File: config.mk
export PLATFORM = sky130hd
export DESIGN_NAME = perceptron_trainer
export DESIGN_NICKNAME = d
export VERILOG_FILES = /design/src/rtl/perceptron_trainer.sv
export SDC_FILE = /design/constraint.sdc
export NUM_CORES = 1
export LEC_CHECK = 0
export ABC_AREA = 1
export BUFFER_PORTS_ARGS = -buffer_cell sky130_fd_sc_hd__buf_2
export CAP_MARGIN = 40
export CORE_MARGIN = 3
export CORE_UTILIZATION = 50
export DETAILED_ROUTE_END_ITERATION = 10
export PLACE_DENSITY = 0.78
export SYNTH_ARGS = -nofsm -noshare
export SYNTH_HDL_FRONTEND = slang
export SYNTH_SLANG_ARGS = --single-unit
File: constraint.sdc
create_clock -name CLK -period 1.59 [get_ports CLK]
set_clock_uncertainty 0.2 [all_clocks]
set_input_delay 0.159 -clock CLK [delete_from_list [all_inputs] [get_ports CLK]]
set_output_delay 0.159 -clock CLK [all_outputs]
set_load 0.05 [all_outputs]
File: src/rtl/perceptron_trainer.sv
// Training-sample sequencer for a two-input perceptron.
// Walks all four {X2,X1} samples per epoch and tallies misclassifications.
module perceptron_trainer #(
    parameter logic [3:0] TEACHER    = 4'b1101,
    parameter int         MAX_EPOCHS = 8,
    parameter int         EPOCH_W    = 4
) (
    input  logic               CLK,
    input  logic               RST,
    input  logic               START,
    input  logic               Z,
    output logic               X1,
    output logic               X2,
    output logic               S,
    output logic               SAMPLE_VALID,
    output logic               BUSY,
    output logic               DONE,
    output logic               CONVERGED,
    output logic [EPOCH_W-1:0] EPOCH,
    output logic [2:0]         ERR_CNT
);

    localparam logic [2:0] ST_IDLE    = 3'd0;
    localparam logic [2:0] ST_PRESENT = 3'd1;
    localparam logic [2:0] ST_CHECK   = 3'd2;
    localparam logic [2:0] ST_EEND    = 3'd3;
    localparam logic [2:0] ST_DONE    = 3'd4;

    localparam logic [EPOCH_W-1:0] LAST_EPOCH = EPOCH_W'(MAX_EPOCHS - 1);

    logic [2:0]         state_q, state_d;
    logic [1:0]         idx_q, idx_d;
    logic [2:0]         run_q, run_d;
    logic [2:0]         err_q, err_d;
    logic [EPOCH_W-1:0] epoch_q, epoch_d;
    logic               x1_q, x1_d;
    logic               x2_q, x2_d;
    logic               s_q, s_d;
    logic               conv_q, conv_d;
    logic               load;
    logic [1:0]         nidx;

    // Next-state logic: sample stepping, error tally and epoch decision
    always_comb begin
        state_d = state_q;
        idx_d   = idx_q;
        run_d   = run_q;
        err_d   = err_q;
        epoch_d = epoch_q;
        conv_d  = conv_q;
        x1_d    = x1_q;
        x2_d    = x2_q;
        s_d     = s_q;
        load    = 1'b0;
        nidx    = 2'd0;
        case (state_q)
            ST_IDLE, ST_DONE: begin
                if (START) begin
                    state_d = ST_PRESENT;
                    idx_d   = 2'd0;
                    run_d   = 3'd0;
                    err_d   = 3'd0;
                    epoch_d = '0;
                    conv_d  = 1'b0;
                    load    = 1'b1;
                end
            end
            ST_PRESENT: begin
                state_d = ST_CHECK;
            end
            ST_CHECK: begin
                if (Z != s_q) begin
                    run_d = run_q + 3'd1;
                end
                if (idx_q == 2'd3) begin
                    state_d = ST_EEND;
                end else begin
                    idx_d   = idx_q + 2'd1;
                    state_d = ST_PRESENT;
                    load    = 1'b1;
                    nidx    = idx_q + 2'd1;
                end
            end
            ST_EEND: begin
                err_d = run_q;
                run_d = 3'd0;
                idx_d = 2'd0;
                if (run_q == 3'd0) begin
                    state_d = ST_DONE;
                    conv_d  = 1'b1;
                end else if (epoch_q == LAST_EPOCH) begin
                    state_d = ST_DONE;
                    conv_d  = 1'b0;
                end else begin
                    epoch_d = epoch_q + 1'b1;
                    state_d = ST_PRESENT;
                    load    = 1'b1;
                end
            end
            default: begin
                state_d = ST_IDLE;
            end
        endcase
        if (load) begin
            x1_d = nidx[0];
            x2_d = nidx[1];
            s_d  = TEACHER[nidx];
        end
    end

    // State and output registers with synchronous reset
    always_ff @(posedge CLK) begin
        if (RST) begin
            state_q <= ST_IDLE;
            idx_q   <= 2'd0;
            run_q   <= 3'd0;
            err_q   <= 3'd0;
            epoch_q <= '0;
            conv_q  <= 1'b0;
            x1_q    <= 1'b0;
            x2_q    <= 1'b0;
            s_q     <= 1'b0;
        end else begin
            state_q <= state_d;
            idx_q   <= idx_d;
            run_q   <= run_d;
            err_q   <= err_d;
            epoch_q <= epoch_d;
            conv_q  <= conv_d;
            x1_q    <= x1_d;
            x2_q    <= x2_d;
            s_q     <= s_d;
        end
    end

    assign X1           = x1_q;
    assign X2           = x2_q;
    assign S            = s_q;
    assign SAMPLE_VALID = (state_q == ST_PRESENT) || (state_q == ST_CHECK);
    assign BUSY         = SAMPLE_VALID || (state_q == ST_EEND);
    assign DONE         = (state_q == ST_DONE);
    assign CONVERGED    = conv_q;
    assign EPOCH        = epoch_q;
    assign ERR_CNT      = err_q;

endmodule

-- Word level (Yosys, flattened, before mapping)
Cells that the tools add are included.
- flip-flop bits (word level): 19
- bits in latches: 0
- bits in writable memories: 0
- memory bits (read-only): 0
- input port bits: 4
- output and inout bits: 14
- logic and storage cells: 67
- memories: 0
- add/sub/neg operators: 3
- $mul: 0
- divide/modulo/power cells: 0
- order comparisons: 1
- eq/ne operators: 13
- shift operators: 0
- mux-type cells: 29
- bitwise operators: 0
- reductions and logical operators: 12
- operator list (cell ; count):
    two-way mux 3 bit ; 5
    two-way mux 4 bit ; 3
    one-hot mux 3 bit (4 select lines) ; 1
    two-way mux 2 bit ; 5
    != test 2 bit, second input constant ; 5
    one-hot mux 3 bit (3 select lines) ; 1
    AND reduction 3 bit ; 3
    two-way mux 1 bit ; 8
    one-hot mux 4 bit (2 select lines) ; 1
    equality test 3 x 2 -> 1 bit, second input constant ; 2
    logical NOT 3 bit ; 2
    one-hot mux 2 bit (3 select lines) ; 1
    one-hot mux 3 bit (2 select lines) ; 1
    adder 4 x 1 -> 4 bit, second input constant ; 1
    equality test 4 x 3 -> 1 bit, second input constant ; 1
    AND reduction 4 bit ; 1
    adder 3 x 1 -> 3 bit, second input constant ; 1
    equality test 3 x 1 -> 1 bit, second input constant ; 1
    equality test 3 bit, second input constant ; 1
    less-than comparator 2 x 3 -> 1 bit, second input constant ; 1
    != test 3 bit, second input constant ; 1
    one-hot mux 1 bit (3 select lines) ; 1
    nonzero test 3 bit ; 1
    adder 2 x 1 -> 2 bit, second input constant ; 1
    8 further kinds ; 9

-- Longest topological paths before layout
Gate-level depths: netlist (run 1).
- depth after elaboration: 5
- depth in mapped cells: 9

-- Least setup slack after synthesis (run 1)
OpenSTA, ideal clock, no wires.
- path kind: reg-to-reg
- start point: reg epoch_q[0], in the netlist EPOCH[0]
- end point: reg s_q, in the netlist S
- data arrival time: 1481 ps
- required time: 1281 ps
- setup slack: -199 ps
- stages on the path, launching flop included: 9
- buffers on the path: 0
- path through: dfxtp_1 -> ha_1 -> nand3_1 -> nand2_1 -> nor2_1 -> nor2_1 -> nand2_1 -> nand2_1 -> inv_1
- cells in the longest elaborated chain, start to end: 4
- RTL lines (element ; RTL line ; source):
    from (decl) ; 35 ; logic [EPOCH_W-1:0] epoch_q, epoch_d;
    from (signal assigned) ; 128 ; epoch_q <= epoch_d;
    equality test 4 x 3 -> 1 bit ; 91 ; end else if (epoch_q == LAST_EPOCH) begin
    two-way mux 1 bit ; 91 ;
    two-way mux 1 bit ; 88 ; if (run_q == 3'd0) begin
    one-hot mux 1 bit (3 select lines) ; 56 ; case (state_q)
    to (signal assigned) ; 122 ; s_q <= 1'b0;
    to (signal assigned) ; 132 ; s_q <= s_d;
    to (decl) ; 38 ; logic s_q, s_d;
No other way between the ends.
A chain may end at the register's enable or synchronous reset.

-- Worst setup path after layout (run 1)
- start point: reg state_q[0]
- end point: out DONE
- cells in the longest elaborated chain, start to end: 1
- RTL lines (element ; RTL line ; source):
    from (decl) ; 31 ; logic [2:0] state_q, state_d;
    from (signal assigned) ; 124 ; state_q <= state_d;
    equality test 3 bit ; 141 ; assign DONE = (state_q == ST_DONE);
    to (decl) ; 17 ; output logic DONE,
No other way between the ends.

==> results of run 1 <==
## critical path, cell delays in order (launching register included)
cell and delay, ns:
dfxtp_2 0.38, inv_2 0.10, nand2_1 0.10, nor2_2 0.10, buf_6 0.16
## metal layers
layer  vias to the layer above  track usage
li1                        540            -
met1                       459       0.2509
met2                        23       0.3022
met3                         4      0.03561
met4                         0      0.06726
met5                         -            0
## state kept, by name, summed over array words and instances, names as in the netlist
register,count
S,1
CONVERGED,1
X2,1
X1,1
state_q,3
EPOCH,4
idx_q,2
run_q,3
ERR_CNT,3
## power breakdown
group          switching (mW)  internal [mW]
clock                   0.154         0.0938
sequential             0.0294          0.509
combinational           0.236          0.112
total                   0.419          0.714
## cells in the final DEF (no fill, tap or decap), drive strengths merged, types with 3 or more instances in the layout
master  Yosys  routed
dfxtp      19      19
ha          4       4
inv        22      22
a21oi      13      13
nor2       27      27
nand2      48      48
nand3      15      15
nand4       4       4
clkbuf      1       3
buf         0      20
## what timing repair did
item	in CTS	in global routing
endpoints found under the setup margin	2	16
hold endpoints to repair	9	0
resized for setup	5	20
pin swaps	0	3
setup buffers	0	1
hold buffers	2	0
## cells by family (layout without fill, tap and decap cells)
group | count (synthesis) | after routing | synth area share
AND/OR/NAND/NOR | 95 | 95 | 0.4102
flip-flops | 19 | 19 | 0.3790
adder cells (fa/ha/maj) | 4 | 4 | 0.04988
buffers and inverters | 23 | 48 | 0.08603
AO/OA/AOI/OAI | 15 | 15 | 0.07481
## how the worst max path moves through the flow
stage	from	to	slack (ns)	cells after the start
after CTS	state_q[0]	DONE	0.0004	4
after global placement	run_q[0]	X2	0.04	8
after global routing	state_q[2]	SAMPLE_VALID	-0.0006	4
final	state_q[0]	DONE	0.09	4
after detailed placement	run_q[0]	X1	0.004	8
after floorplan	EPOCH[0]	S	0.003	8
## cell usage after synthesis, drive strengths merged
master   n  area, sq um
ha       4        50.05
dfxtp   19        380.4
inv     22        82.58
nand3   15        75.07
nor3b    1        7.510
o21ai    2        10.01
clkbuf   1        3.750
nor2    27        118.9
a21oi   13        65.06
nand4    4        25.02
nand2   48        185.2
## area by class of cell
| class | count | area, sq um | area share |
|---|---|---|---|
| tap | 25 | 31.28 | 0.02500 |
| clock inverter | 1 | 5.005 | 0.004000 |
| multi-input combinational | 114 | 576.8 | 0.4610 |
| sequential | 19 | 390.4 | 0.3120 |
| clock buffer | 3 | 22.52 | 0.01800 |
| inverter | 22 | 82.58 | 0.06600 |
| timing repair buffer | 22 | 142.6 | 0.1140 |
==> qor.yml, run 1 <==
status: "complete, no violations"
gr-total-overflow: 0
fin_nets: 190
dr_wl_met3_um: 100
path_max_fanout: 6
antenna_found_initial: 0
drive_gt1_frac: 0.2597
die_x_um: 50.80
wl_met2_um: 1016
r2r_slack_ns: 0.11
syn-num-nets: 164
fmax_ghz: 0.6665
r2r-end: "X1"
power.leakage_nw: 0.5898
io_buffers: 17
rows: 15
start_util: 0.5569
grt_pass1_vias: 879
cts_tree: "done"
finalNonFillerCells: 206
yosys_warnings: 0
clock_sinks: 19
clk_path_buf_depth: 2
end_kind: "output pin"
grt_max_degree: 14
maxSlewHeadroom: 0.8331
vdd_drop_max_mv: 0.6350
hold_viol: 0
tightest_slew_ns: 0.2520
place_area_sq_mm: 0.001134
worstHoldStart: "Z"
finalSetupViolCount: 0
synthCells: 156
maxUsedRoutingLayer: "met4"
root_buffer: "clkbuf_4"
ys_ff_latch: 19
clk_pin_slew_ns: 0.11
gp_congestion: 0.7827
routed_wl_um: 2202
p_total_mw: 1.133
syn_area_sq_mm: 0.001003
setup_slack_ns: 0.08965
hold_class: "input port to register"
num_antenna_cells: 0
die-area_sq_mm: 0.002581
globalRouteTotalUtil: 0.1884
path_class: "register to output pin"
r2r_start: "run_q[0]"
drv_cap: 0
whs_ns: 0.1135
met1_length_um: 1056
final_cell_area_sq_mm: 0.001251
avgRoutedWirePerCell_um: 10.69
cts_buffers: 3
holdPathEnd: "run_q[2]"
firstDrtPassIters: 4
vias: 1026
clk_latency_ns: 0.30
cp-start-kind: "register"
power-per-cell-area_mw_per_mm2: 905.9
die_h_um: 50.80
crit_required_ns: 1.23
dp_slack_ns: 0.003824
coreArea_sq_mm: 0.001802
dp.cells: 199
min_period_ns: 1.500
ys_seq_area_frac: 0.3791
htree_levels: 1
hold_depth: 6
n_fill_cell: 172
tns_ns: 0
syn_area_per_cell_sq_um: 6.432
areaGrowthSynthToFinish_pct: 24.69
arrival_ns: 1.14
drv_slew: 0
grt_pass1_wl_um: 3705
ant_nets: 0
finalCritPeriodShare: 0.9436
dp_hpwl_um: 1644
ios: 18
worstRegToRegCells: 8
drc_errors: 0
drtIter0Drc: 29
fin_util: 0.6944
synth_cell_type_count: 14
vias_per_cell: 4.981
Power figures use the tool's default switching activity.
==> run 2: changes to the inputs <==
--- a/config.mk
+++ b/config.mk
@@ -10,6 +10,7 @@
 export CAP_MARGIN = 40
 export CORE_MARGIN = 3
 export CORE_UTILIZATION = 50
+export CTS_CLUSTER_SIZE = 30
 export DETAILED_ROUTE_END_ITERATION = 10
 export PLACE_DENSITY = 0.78
 export SYNTH_ARGS = -nofsm -noshare
==> constraint.sdc (replaced) <==
create_clock -name CLK -period 1.7 [get_ports CLK]
set_clock_uncertainty 0.2 [all_clocks]
set_input_delay 0.17 -clock CLK [delete_from_list [all_inputs] [get_ports CLK]]
set_output_delay 0.17 -clock CLK [all_outputs]
set_load 0.05 [all_outputs]
==> qor.yml, run 2 (same netlist as run 1, synthesis figures left out) <==
areaGrowthSynthToFinish_pct: 17.71
antenna_found_initial: 0
io_buffers: 17
largest_reg_flops: 4
setup_slack_ns: 0.06878
start_util: 0.5569
dp.cells: 197
fin_nets: 187
dp_slack_ns: 0.1175
tightest_slew_ns: 0.2576
globalRouteTotalUtil: 0.1916
clk_path_buf_depth: 2
die_x_um: 50.80
drive_gt1_frac: 0.1854
ant_nets: 0
gr-total-overflow: 0
firstDrtPassIters: 4
routed_wl_um: 2203
arrival_ns: 1.26
path_max_fanout: 7
finalCritPeriodShare: 0.9595
r2r_slack_ns: 0.12
min_period_ns: 1.631
vias_per_cell: 4.990
avgRoutedWirePerCell_um: 10.85
critPathSlowestCell: "dfxtp_1"
hold_viol: 0
place_area_sq_mm: 0.001119
cp-start-kind: "register"
hold_class: "input port to register"
drc_errors: 0
vias: 1013
vdd_drop_max_mv: 0.5228
rows: 15
drtIter0Drc: 28
drv_cap: 0
power.leakage_nw: 0.5695
maxSlewHeadroom: 0.8278
htree_levels: 1
most-common-layout-cells: "46 x nand2_1, 23 x nor2_1, 21 x inv_1, 15 x dfxtp_1, 15 x buf_2"
drv_slew: 0
grt_max_degree: 14
path_class: "register to output pin"
crit_path_max_incr_delay_ns: 0.48
end_kind: "output pin"
dp_hpwl_um: 1686
die_h_um: 50.80
final_common_cell: "nand2_1"
crit_required_ns: 1.33
power-per-cell-area_mw_per_mm2: 869.4
grt_pass1_vias: 892
status: "complete, no violations"
clk_pin_slew_ns: 0.11
fin_util: 0.6556
finalSetupViolCount: 0
crit_chain: "nand3_2, nand2_1, buf_4"
final_cell_area_sq_mm: 0.001181
clk_latency_ns: 0.30
clock_sinks: 19
die-area_sq_mm: 0.002581
num_antenna_cells: 0
ios: 18
root_buffer: "clkbuf_4"
gp_congestion: 0.7923
tns_ns: 0
finalNonFillerCells: 203
fmax_ghz: 0.6130
cts_tree: "done"
cts_buffers: 3
coreArea_sq_mm: 0.001802
grt_pass1_wl_um: 3670
==> run 2: cell types whose count changed in the layout (fill, tap and decap cells not counted), sizes merged <==
| cell | delta |
|---|---|
| buf | -4 |
| clkbuf | +1 |
==> run 2: what timing repair did <==
item	CTS	global route
setup endpoints to repair	1	11
gates resized for setup	2	5
pin swaps	0	0
setup buffers	0	0
hold endpoints to repair	9	0
hold buffers	2	0
==> run 2: stage by stage <==
step           hold slack, ns  power, mW
2_1_floorplan         0.04615     0.7333
3_3_place_gp           0.2407     0.7880
3_5_place_dp           0.2501     0.7968
4_1_cts                0.1045      1.033
5_1_grt                0.1585      1.094
6_report               0.1255      1.027
==> run 2: layout make-up <==
cell class	count	area (sq um)
Tap cell	25	31.28
Fill cell	195	620.6
Clock buffer	3	22.52
Inverter	22	82.58
Clock inverter	1	5.005
Multi-Input combinational cell	114	544.3
Sequential cell	19	385.4
Timing Repair Buffer	19	110.1
==> run 2: worst paths after layout <==
| check | start | endpoint | cells after the start |
|---|---|---|---|
| setup reg to reg | state_q[1] | state_q[0] | 5 |
| hold / removal | Z | run_q[2] | 6 |
| hold reg to reg | CONVERGED | CONVERGED | 2 |
| setup / recovery | state_q[1] | SAMPLE_VALID | 3 |
==> run 2: layer usage <==
metal  share of wire  GRT usage  up-vias  wire length [um]
met3           0.051    0.03561        5               113
met2            0.47     0.3174       26              1034
met4           0.022    0.09865        0                48
met5               0          0        -                 0
li1                -          -      535                 -
met1            0.46     0.2341      447              1007
==> run 2: worst max-delay path, delay by kind of cell (launching register included) <==
kind	cells	cell delay, ns
simple gates	2	0.29
buf+inv	1	0.19
flops	1	0.48
==> run 2: report_power, final <==
part / total [mW] / internal [mW] / switching [mW]
logic: 0.300 / 0.0874 / 0.213
clock network: 0.227 / 0.0877 / 0.139
registers: 0.500 / 0.474 / 0.0257
==> run 3: changes to the inputs <==
--- a/config.mk
+++ b/config.mk
@@ -8,10 +8,12 @@
 export ABC_AREA = 1
 export BUFFER_PORTS_ARGS = -buffer_cell sky130_fd_sc_hd__buf_2
 export CAP_MARGIN = 40
+export CORE_ASPECT_RATIO = 0.8
 export CORE_MARGIN = 3
 export CORE_UTILIZATION = 50
 export CTS_CLUSTER_SIZE = 30
 export DETAILED_ROUTE_END_ITERATION = 10
+export GPL_ROUTABILITY_DRIVEN = 0
 export PLACE_DENSITY = 0.78
 export SYNTH_ARGS = -nofsm -noshare
 export SYNTH_HDL_FRONTEND = slang
==> qor.yml, run 3 (same netlist as run 1, synthesis figures left out) <==
status: "complete, no violations"
most-common-layout-cells: "45 x nand2_1, 22 x nor2_1, 21 x inv_1, 15 x buf_2"
avgRoutedWirePerCell_um: 11.95
io_buffers: 17
antenna_found_initial: 0
drv_cap: 0
routed_wl_um: 2389
tns_ns: 0
drtIter0Drc: 39
n_fill_cell: 170
finalCritPeriodShare: 0.9688
fmax_ghz: 0.6072
cts_tree: "done"
crit_chain: "inv_2, nand3_2, nand2_1, buf_4"
power.leakage_nw: 0.5681
final_common_cell: "nand2_1"
die_x_um: 56.09
vias: 1002
die-area_sq_mm: 0.002584
tightest_slew_ns: 0.3002
dp_hpwl_um: 1785
areaGrowthSynthToFinish_pct: 17.83
critPathSlowestCell: "dfxtp_1"
gr-total-overflow: 0
coreArea_sq_mm: 0.001757
finalSetupViolCount: 0
maxSlewHeadroom: 0.7993
clk_pin_slew_ns: 0.13
clk_path_buf_depth: 2
drv_slew: 0
path_class: "register to output pin"
min_period_ns: 1.647
path_delay_family: "flip-flops"
vdd_drop_max_mv: 0.5623
p_total_mw: 1.046
crit_required_ns: 1.33
grt_pass1_wl_um: 3933
grt_max_degree: 14
hold_viol: 0
crit_buf_inv: 2
start_util: 0.5712
largest_reg_flops: 4
grt_pass1_vias: 893
fin_nets: 187
drc_errors: 0
arrival_ns: 1.28
grt_setup_unrepaired: "true"
firstDrtPassIters: 4
clock_sinks: 19
root_buffer: "clkbuf_4"
power-per-cell-area_mw_per_mm2: 884.3
ios: 18
num_antenna_cells: 0
hold_class: "input port to register"
cts_buffers: 3
clk_latency_ns: 0.31
ant_nets: 0
final_cell_area_sq_mm: 0.001182
drive_gt1_frac: 0.1966
die_h_um: 46.07
end_kind: "output pin"
crit_path_max_incr_delay_ns: 0.39
place_area_sq_mm: 0.001115
globalRouteTotalUtil: 0.2005
vias_per_cell: 5.010
path_max_fanout: 6
htree_levels: 1
cp-start-kind: "register"
rows: 13
[run 3: changes by cell type in the layout (fill, tap and decap cells not counted)]
cell and delta:
clkinv_2 -1, nor2_2 +1, nor2_1 -1, nand2_1 -1, dfxtp_2 +1, dfxtp_1 -1
nand2_2 +1, clkbuf_1 +1
[run 3: worst register-to-register path, stage by stage (launching register included)]
cell     delay, ns
dfxtp_1       0.45
inv_2         0.10
nand3_1       0.24
nand2_1       0.20
nand2_1       0.15
inv_1         0.05
a21oi_1       0.13
[run 3: power by group]
| group | internal (mW) | switching, mW |
|---|---|---|
| registers | 0.475 | 0.0282 |
| logic | 0.0876 | 0.215 |
| clock network | 0.0915 | 0.149 |
| total | 0.654 | 0.391 |
[run 3: final cells by class]
class                           instances  area, sq um  area share
Timing Repair Buffer                   19        110.1     0.09312
Sequential cell                        19        386.6      0.3270
Tap cell                               22        27.53     0.02328
Inverter                               22        82.58     0.06984
Clock buffer                            4        26.28     0.02222
Multi-Input combinational cell        114        549.3      0.4646
[run 3: layer usage]
layer  wire length, um  track usage  vias to the layer above  part of all wire
met3               148      0.05322                        2             0.062
li1                  -            -                      537                 -
met2              1019       0.3333                       27              0.43
met1              1203       0.2559                      436              0.50
met4                17      0.07109                        0            0.0071
met5                 0            0                        -                 0
[run 3: stage by stage]
stage,setup WS (ns),instances,hold slack [ns],util
2_1_floorplan,0.1131,156,0.04615,-
4_1_cts,0.008165,200,0.09863,0.6652
6_report,0.05297,200,0.08966,0.6731
3_5_place_dp,0.1058,194,0.2500,0.6346
5_1_grt,-0.03007,200,0.1493,0.6731
3_3_place_gp,0.1386,194,0.2392,0.6346
[run 3: repair_timing]
action                                  in CTS  in global routing
endpoints found under the setup margin       1                 12
pin swaps                                    0                  0
hold buffers                                 2                  0
buffers inserted                             0                  0
resized for setup                            2                  8
endpoints found under the hold margin        5                  0
[run 3: worst paths after layout]
| check | startpoint | end | cells past startpoint | slack [ns] |
|---|---|---|---|---|
| setup / recovery | state_q[2] | SAMPLE_VALID | 4 | 0.05 |
| hold / removal | Z | run_q[2] | 6 | 0.09 |
| setup reg to reg | state_q[2] | EPOCH[0] | 6 | 0.09 |
| hold reg to reg | EPOCH[0] | EPOCH[0] | 1 | 0.26 |
